===== src/rtl/svc_sync_fifo_lvl.sv =====
// Single-clock first-word-fall-through FIFO with arbitrary depth, occupancy count,
// programmable almost-full/almost-empty levels, synchronous flush and sticky error flags.
module svc_sync_fifo_lvl #(
   parameter int DEPTH      = 16,
   parameter int DATA_WIDTH = 8,
   parameter int CNT_WIDTH  = $clog2(DEPTH + 1)
) (
   input  logic                  clk,
   input  logic                  rst_n,
   input  logic                  flush,
   input  logic                  w_inc,
   input  logic [DATA_WIDTH-1:0] w_data,
   output logic                  w_full,
   input  logic                  r_inc,
   output logic [DATA_WIDTH-1:0] r_data,
   output logic                  r_empty,
   output logic [CNT_WIDTH-1:0]  count,
   input  logic [CNT_WIDTH-1:0]  af_thresh,
   input  logic [CNT_WIDTH-1:0]  ae_thresh,
   output logic                  almost_full,
   output logic                  almost_empty,
   input  logic                  err_clr,
   output logic                  overflow,
   output logic                  underflow
);

   localparam int ADDR_WIDTH = (DEPTH > 2) ? $clog2(DEPTH) : 1;

   logic [DATA_WIDTH-1:0] mem [DEPTH];
   logic [ADDR_WIDTH-1:0] w_addr;
   logic [ADDR_WIDTH-1:0] r_addr;
   logic                  wr_ok;
   logic                  rd_ok;

   // Wrap on an explicit compare so non-power-of-two depths work.
   function automatic logic [ADDR_WIDTH-1:0] next_addr(input logic [ADDR_WIDTH-1:0] a);
      if (a == ADDR_WIDTH'(DEPTH - 1))
         return '0;
      else
         return a + 1'b1;
   endfunction

   assign w_full       = (count == CNT_WIDTH'(DEPTH));
   assign r_empty      = (count == '0);
   assign wr_ok        = w_inc && !w_full;
   assign rd_ok        = r_inc && !r_empty;
   assign r_data       = mem[r_addr];
   assign almost_full  = (count >= af_thresh);
   assign almost_empty = (count <= ae_thresh);

   // Storage is data only: never reset, and a flush suppresses the write.
   always_ff @(posedge clk) begin
      if (wr_ok && !flush)
         mem[w_addr] <= w_data;
   end

   always_ff @(posedge clk or negedge rst_n) begin
      if (!rst_n) begin
         w_addr <= '0;
         r_addr <= '0;
         count  <= '0;
      end else if (flush) begin
         w_addr <= '0;
         r_addr <= '0;
         count  <= '0;
      end else begin
         if (wr_ok)
            w_addr <= next_addr(w_addr);
         if (rd_ok)
            r_addr <= next_addr(r_addr);
         case ({wr_ok, rd_ok})
            2'b10:   count <= count + 1'b1;
            2'b01:   count <= count - 1'b1;
            default: count <= count;
         endcase
      end
   end

   // A new error in the same cycle as err_clr takes precedence over the clear.
   always_ff @(posedge clk or negedge rst_n) begin
      if (!rst_n) begin
         overflow  <= 1'b0;
         underflow <= 1'b0;
      end else begin
         if (w_inc && w_full && !flush)
            overflow <= 1'b1;
         else if (err_clr)
            overflow <= 1'b0;
         if (r_inc && r_empty && !flush)
            underflow <= 1'b1;
         else if (err_clr)
            underflow <= 1'b0;
      end
   end

endmodule


===== config.mk =====
export PLATFORM = sky130hd
export DESIGN_NAME = svc_sync_fifo_lvl
export DESIGN_NICKNAME = d
export VERILOG_FILES = /design/src/rtl/svc_sync_fifo_lvl.sv
export SDC_FILE = /design/constraint.sdc
export NUM_CORES = 1
export LEC_CHECK = 0
export ABC_AREA = 1
export CAP_MARGIN = 5
export CORE_ASPECT_RATIO = 0.6
export CORE_MARGIN = 2
export CORE_UTILIZATION = 46
export CTS_BUF_LIST = sky130_fd_sc_hd__clkbuf_8 sky130_fd_sc_hd__clkbuf_16
export CTS_CLUSTER_DIAMETER = 100
export DETAILED_ROUTE_END_ITERATION = 7
export PLACE_DENSITY_LB_ADDON = 0.3
export SYNTH_ARGS = -nofsm -noshare
export SYNTH_HDL_FRONTEND = slang
export SYNTH_SLANG_ARGS = --single-unit
export TNS_END_PERCENT = 100

===== constraint.sdc =====
create_clock -name clk -period 2.1 [get_ports clk]
set_input_delay 0.42 -clock clk [delete_from_list [all_inputs] [get_ports clk]]
set_output_delay 0.42 -clock clk [all_outputs]
set_load 0.1 [all_outputs]

Yosys cells after proc, flatten, opt, wreduce, memory -nomap -nowiden
Memory sizes are Yosys's and may differ from the RTL's.
Cells that the tools add are included.
W data, S select, Z words.
- $add $sub $neg: 4
- multiplexer cells: 13
- order comparisons: 2
- eq/ne operators: 5
- reductions and logical operators: 16
- operators by type and width (operator ; number):
    $mux W4 ; 6
    $pmux W5 S2 ; 1
    $add A4 B1 Y4 const B ; 2
    $eq A4 B4 Y1 const B ; 2
    $reduce_bool A2 Y1 ; 4
    $logic_and A1 B1 Y1 ; 7
    $add A5 B1 Y5 const B ; 1
    $eq A5 B5 Y1 const B ; 1
    $ge A5 B5 Y1 ; 1
    $le A5 B5 Y1 ; 1
    $logic_not A5 Y1 ; 1
    $mux W1 ; 5
    $mux W5 ; 1
    $sub A5 B1 Y5 const B ; 1
    $logic_not A1 Y1 ; 3
    $reduce_bool A3 Y1 ; 1
    $eq A2 B1 Y1 const B ; 1
    $eq A2 B2 Y1 const B ; 1
- memory bits (writable): 128
- memories kept: 1
- input port bits: 24
- logic and storage cells: 46
- output and inout port bits: 19
- flip-flop bits (word level): 15
- memories (name ; depth ; width ; rd ports ; clocked after Yosys merged registers in ; wr ports ; line ; source):
    mem ; 16 ; 8 ; 1 ; 0 ; 1 ; 29 ; logic [DATA_WIDTH-1:0] mem [DEPTH];

Longest topological paths before layout
- word-level depth: 6
- depth in mapped cells: 16
- mapped depth without buffers: 16

Worst setup path before layout
OpenSTA, ideal clock, no wires.
- path type: register to output
- start: register count[0]
- end: output port almost_empty
- cell stages (with the launch flop): 5
- data required time: 1680 ps
- arrival time: 3673 ps
- setup slack: -1993 ps
- cell sequence: dfrtp_1 inv_1 ha_1 inv_1 o21ai_0
- cells in the longest elaborated chain, start to end: 1
- RTL lines (item ; line ; source):
    from (decl) ; 17 ; output logic [CNT_WIDTH-1:0] count,
    from (signal assigned) ; 72 ; 2'b10: count <= count + 1'b1;
    from (signal assigned) ; 73 ; 2'b01: count <= count - 1'b1;
    from (signal assigned) ; 74 ; default: count <= count;
    $le A5 B5 Y1 ; 49 ; assign almost_empty = (count <= ae_thresh);
    to (decl) ; 21 ; output logic almost_empty,
Every way passes these cells.

Final worst setup path
- start: register r_addr[0]
- end: output port r_data[5]
- cells in the longest elaborated chain, start to end: 1
- RTL lines (item ; line ; source):
    from (decl) ; 31 ; logic [ADDR_WIDTH-1:0] r_addr;
    from (signal assigned) ; 70 ; r_addr <= next_addr(r_addr);
    $mem_v2 Z16 W8 ; - ;
    to (decl) ; 15 ; output logic [DATA_WIDTH-1:0] r_data,
Every way passes these cells.

==> impl_metrics.env <==
export IMPL_status="finished with violations"
export IMPL_violations="negative setup slack"
export IMPL_skew_ns=0.00760
export IMPL_initialDrtViolationCount=492
export IMPL_crit_type="register to primary output"
export IMPL_crit_required_ns=1.68
export IMPL_synth_ff_latch_count=143
export IMPL_timing_slew_headroom=0.507
export IMPL_mappedNetlistArea_sq_um=6210
export IMPL_vias_per_cell=5.65
export IMPL_detail_route_wirelength_met1_um=7650
export IMPL_internal_power_mw=6.65
export IMPL_worst_ir_drop_vdd_v=0.000802
export IMPL_grt_start_max_net_pins=31
export IMPL_initial_cell_density_of_the_core=0.478
export IMPL_met2RoutedLength_um=7680
export IMPL_grtUsageTotal=0.244
export IMPL_post_synth_cell_area_avg_sq_um=11.9
export IMPL_critical_path_fanouts_max=15
export IMPL_place_port_buffers=42
export IMPL_routed_wirelength_um=17300
export IMPL_final_hold_viol_count=0
export IMPL_die_area_sq_um=14500
export IMPL_fp_dieW_um=154
export IMPL_core_util_final=0.671
export IMPL_seq_area_frac_synth=0.679
export IMPL_sw_frac_of_total=0.371
export IMPL_post_route_worst_setup_slack_ns=-0.323
export IMPL_final_nets=687
export IMPL_nFillCells=906
export IMPL_area_growth_synth_to_final_pct=40.5
export IMPL_power_clock_fraction=0.288
export IMPL_post_route_period_util=1.15
export IMPL_die_height_um=94.0
export IMPL_detail_route_first_pass_iterations=5
export IMPL_cts_num_sinks=143
export IMPL_ant_nets=0
export IMPL_gp_congestion=0.823
export IMPL_route_top_layer_used="met5"
export IMPL_route_met3_wl_um=1720
export IMPL_cts_tree="built"
export IMPL_yosysWarningCount=0
export IMPL_global_route_wire_length_before_repair_um=25400
export IMPL_final_std_cell_area_no_fill_sq_um=8730
export IMPL_design_core_area_sq_um=13000
export IMPL_total_placed_instance_area_sq_um=7330
export IMPL_grt_pass1_vias=4624
export IMPL_rsz0062_at_grt="true"
export IMPL_root_buffer="sky130_fd_sc_hd__clkbuf_16"
export IMPL_setup_viol_count_final=10
export IMPL_layout_cells_non_filler=829
export IMPL_seqPwrFrac=0.311
export IMPL_clock_latency_ns=0.42
export IMPL_start_kind="register"
export IMPL_ios=43
export IMPL_maxSlewViolCount=0
export IMPL_core_rowCount=32
export IMPL_drcViolationCount=0
export IMPL_most_common_layout_cells="128 x sky130_fd_sc_hd__edfxtp_1, 64 x sky130_fd_sc_hd__nand2_1, 63 x sky130_fd_sc_hd__buf_4"
export IMPL_critical_path_arrival_ns=2.00
export IMPL_synth_cell_type_count=32
export IMPL_netlist_instances=524
export IMPL_max_cap_violations=0
export IMPL_vias=4683
export IMPL_ctsHtreeMaxLevel=4
export IMPL_p_sw_mw=3.93
export IMPL_cts_buffers_inserted=17
export IMPL_fmaxAchievable_ghz=0.413
export IMPL_period_minus_slack_ns=2.42
export IMPL_antenna_found_initial=1
export IMPL_fraction_of_final_layout_cells_sized_beyond_drive_strength_1=0.369
export IMPL_grt_overflow=0
export IMPL_place_hpwl_um=10700
export IMPL_cts_reportedPaths_clkPinSlew_ns=0.06
export IMPL_finalSetupTns_ns=-2.54
export IMPL_routed_length_per_instance_um=20.9
export IMPL_power_density_nw_per_um2=1210
export IMPL_power_combinational_fraction=0.401
export IMPL_number_of_buffers_on_the_longest_clock_path=2
export IMPL_critical_path_endpoint_type="primary output"
export IMPL_syn_nets=565
export IMPL_leakage_nw=3.38
export IMPL_antenna_cells=0
export IMPL_post_cts_hold_buffer_count=0
export IMPL_final_common_cell="sky130_fd_sc_hd__edfxtp_1"
export IMPL_tightestPinTransition_ns=0.737
export IMPL_worst_hold_path_type="primary input to asynchronous set/reset pin"
export IMPL_dpl_cell_count=769
## path summary, 6_finish.rpt
path	startpoint	endpoint	slack, ns	cells after the start
worst max register to register	count[0]	count[2]	0.08	14
min in group clk	underflow	underflow	0.53	2
worst min register to register	underflow	underflow	0.53	2
worst max-delay path	r_addr[0]	r_data[5]	-0.32	7
max in group asynchronous	rst_n	r_addr[0]	1.58	2
worst min-delay path	rst_n	count[0]	0.32	2
## cells by family (layout without fill, tap and decap cells)
family | count (synthesis) | after routing | share of synthesized area
simple gates | 173 | 173 | 0.125
flops | 143 | 143 | 0.679
compound gates | 123 | 123 | 0.114
buf+inv | 65 | 200 | 0.0435
fa+ha+maj | 17 | 17 | 0.0342
xor+xnor | 3 | 3 | 0.00423
## final cells by class
cell class,count,area (sq um),share of cell area
sequential,143,4230,0.485
multi-input combinational,316,2140,0.245
timing repair buffer,123,1360,0.155
clock buffer,17,425,0.0487
tap,170,213,0.0244
inverter,45,194,0.0222
clock inverter,15,171,0.0196
## power by group through the flow
stage	sequential [mW]	clock (mW)	combinational [mW]
global placement	3.37	0	3.32
detailed placement	3.37	0	3.38
CTS	3.28	3.06	3.81
floorplan	3.66	0	1.89
finish	3.29	3.05	4.24
global route	3.30	3.19	4.44
## cells in the mapped netlist
cell type / count / area (sq um)
sky130_fd_sc_hd__buf_6: 1 / 11.3
sky130_fd_sc_hd__nand4_1: 7 / 43.8
sky130_fd_sc_hd__nand2_1: 82 / 308
sky130_fd_sc_hd__o22ai_1: 13 / 81.3
sky130_fd_sc_hd__inv_1: 39 / 146
sky130_fd_sc_hd__inv_2: 4 / 15.0
sky130_fd_sc_hd__buf_4: 1 / 7.51
sky130_fd_sc_hd__clkbuf_1: 10 / 37.5
sky130_fd_sc_hd__nor4_1: 1 / 6.26
sky130_fd_sc_hd__o21bai_1: 3 / 22.5
sky130_fd_sc_hd__nand2_4: 2 / 22.5
sky130_fd_sc_hd__a221oi_1: 13 / 114
sky130_fd_sc_hd__o21ai_1: 5 / 25.0
sky130_fd_sc_hd__dfrtp_1: 15 / 375
sky130_fd_sc_hd__nand3_1: 17 / 85.1
sky130_fd_sc_hd__ha_1: 17 / 213
sky130_fd_sc_hd__clkinv_1: 1 / 3.75
sky130_fd_sc_hd__nor3_1: 1 / 5.00
sky130_fd_sc_hd__nand2_8: 1 / 20.0
sky130_fd_sc_hd__nor2_2: 3 / 18.8
sky130_fd_sc_hd__buf_2: 8 / 40.0
sky130_fd_sc_hd__edfxtp_1: 128 / 3840
sky130_fd_sc_hd__nor2_4: 1 / 11.3
sky130_fd_sc_hd__o21ai_0: 53 / 265
sky130_fd_sc_hd__nand3_2: 4 / 40.0
sky130_fd_sc_hd__inv_6: 1 / 8.76
sky130_fd_sc_hd__nor2_1: 49 / 184
sky130_fd_sc_hd__a21oi_1: 28 / 140
sky130_fd_sc_hd__nand2_2: 5 / 31.3
sky130_fd_sc_hd__a31oi_1: 3 / 18.8
sky130_fd_sc_hd__xor2_1: 3 / 26.3
sky130_fd_sc_hd__o221ai_1: 5 / 43.8
## flip-flops by register name (all words and copies together) (netlist names)
name       cells
underflow      1
w_addr         4
overflow       1
mem          128
r_addr         4
count          5
## critical path, cell delays in order (launching register included)
cell and delay, ns:
sky130_fd_sc_hd__dfrtp_2 0.42, sky130_fd_sc_hd__buf_6 0.14, sky130_fd_sc_hd__buf_12 0.14, sky130_fd_sc_hd__a21oi_1 0.10
sky130_fd_sc_hd__a221oi_2 0.36, sky130_fd_sc_hd__o21ai_2 0.12, sky130_fd_sc_hd__nand2_2 0.12, sky130_fd_sc_hd__buf_12 0.18
## metrics by stage
stage / total power, mW / setup slack (ns) / hold WS [ns]
finish: 10.6 / -0.323 / 0.315
floorplan: 5.55 / -0.185 / 0.124
global route: 10.9 / -0.337 / 0.340
detailed placement: 6.75 / -0.236 / 0.522
CTS: 10.2 / -0.283 / 0.314
global placement: 6.68 / -0.195 / 0.516
## metal layers
layer | GRT usage | vias up
met5 | 0 | -
met4 | 0.0810 | 2
met3 | 0.0650 | 25
met2 | 0.359 | 231
met1 | 0.352 | 2283
li1 | - | 2142
## timing repair
item,in CTS,in global routing
setup endpoints to repair,10,15
gates resized for setup,100,63
pin swaps,29,56
buffers inserted,14,10
cloned,2,3
No activity file was read; power rests on OpenSTA's default activity.
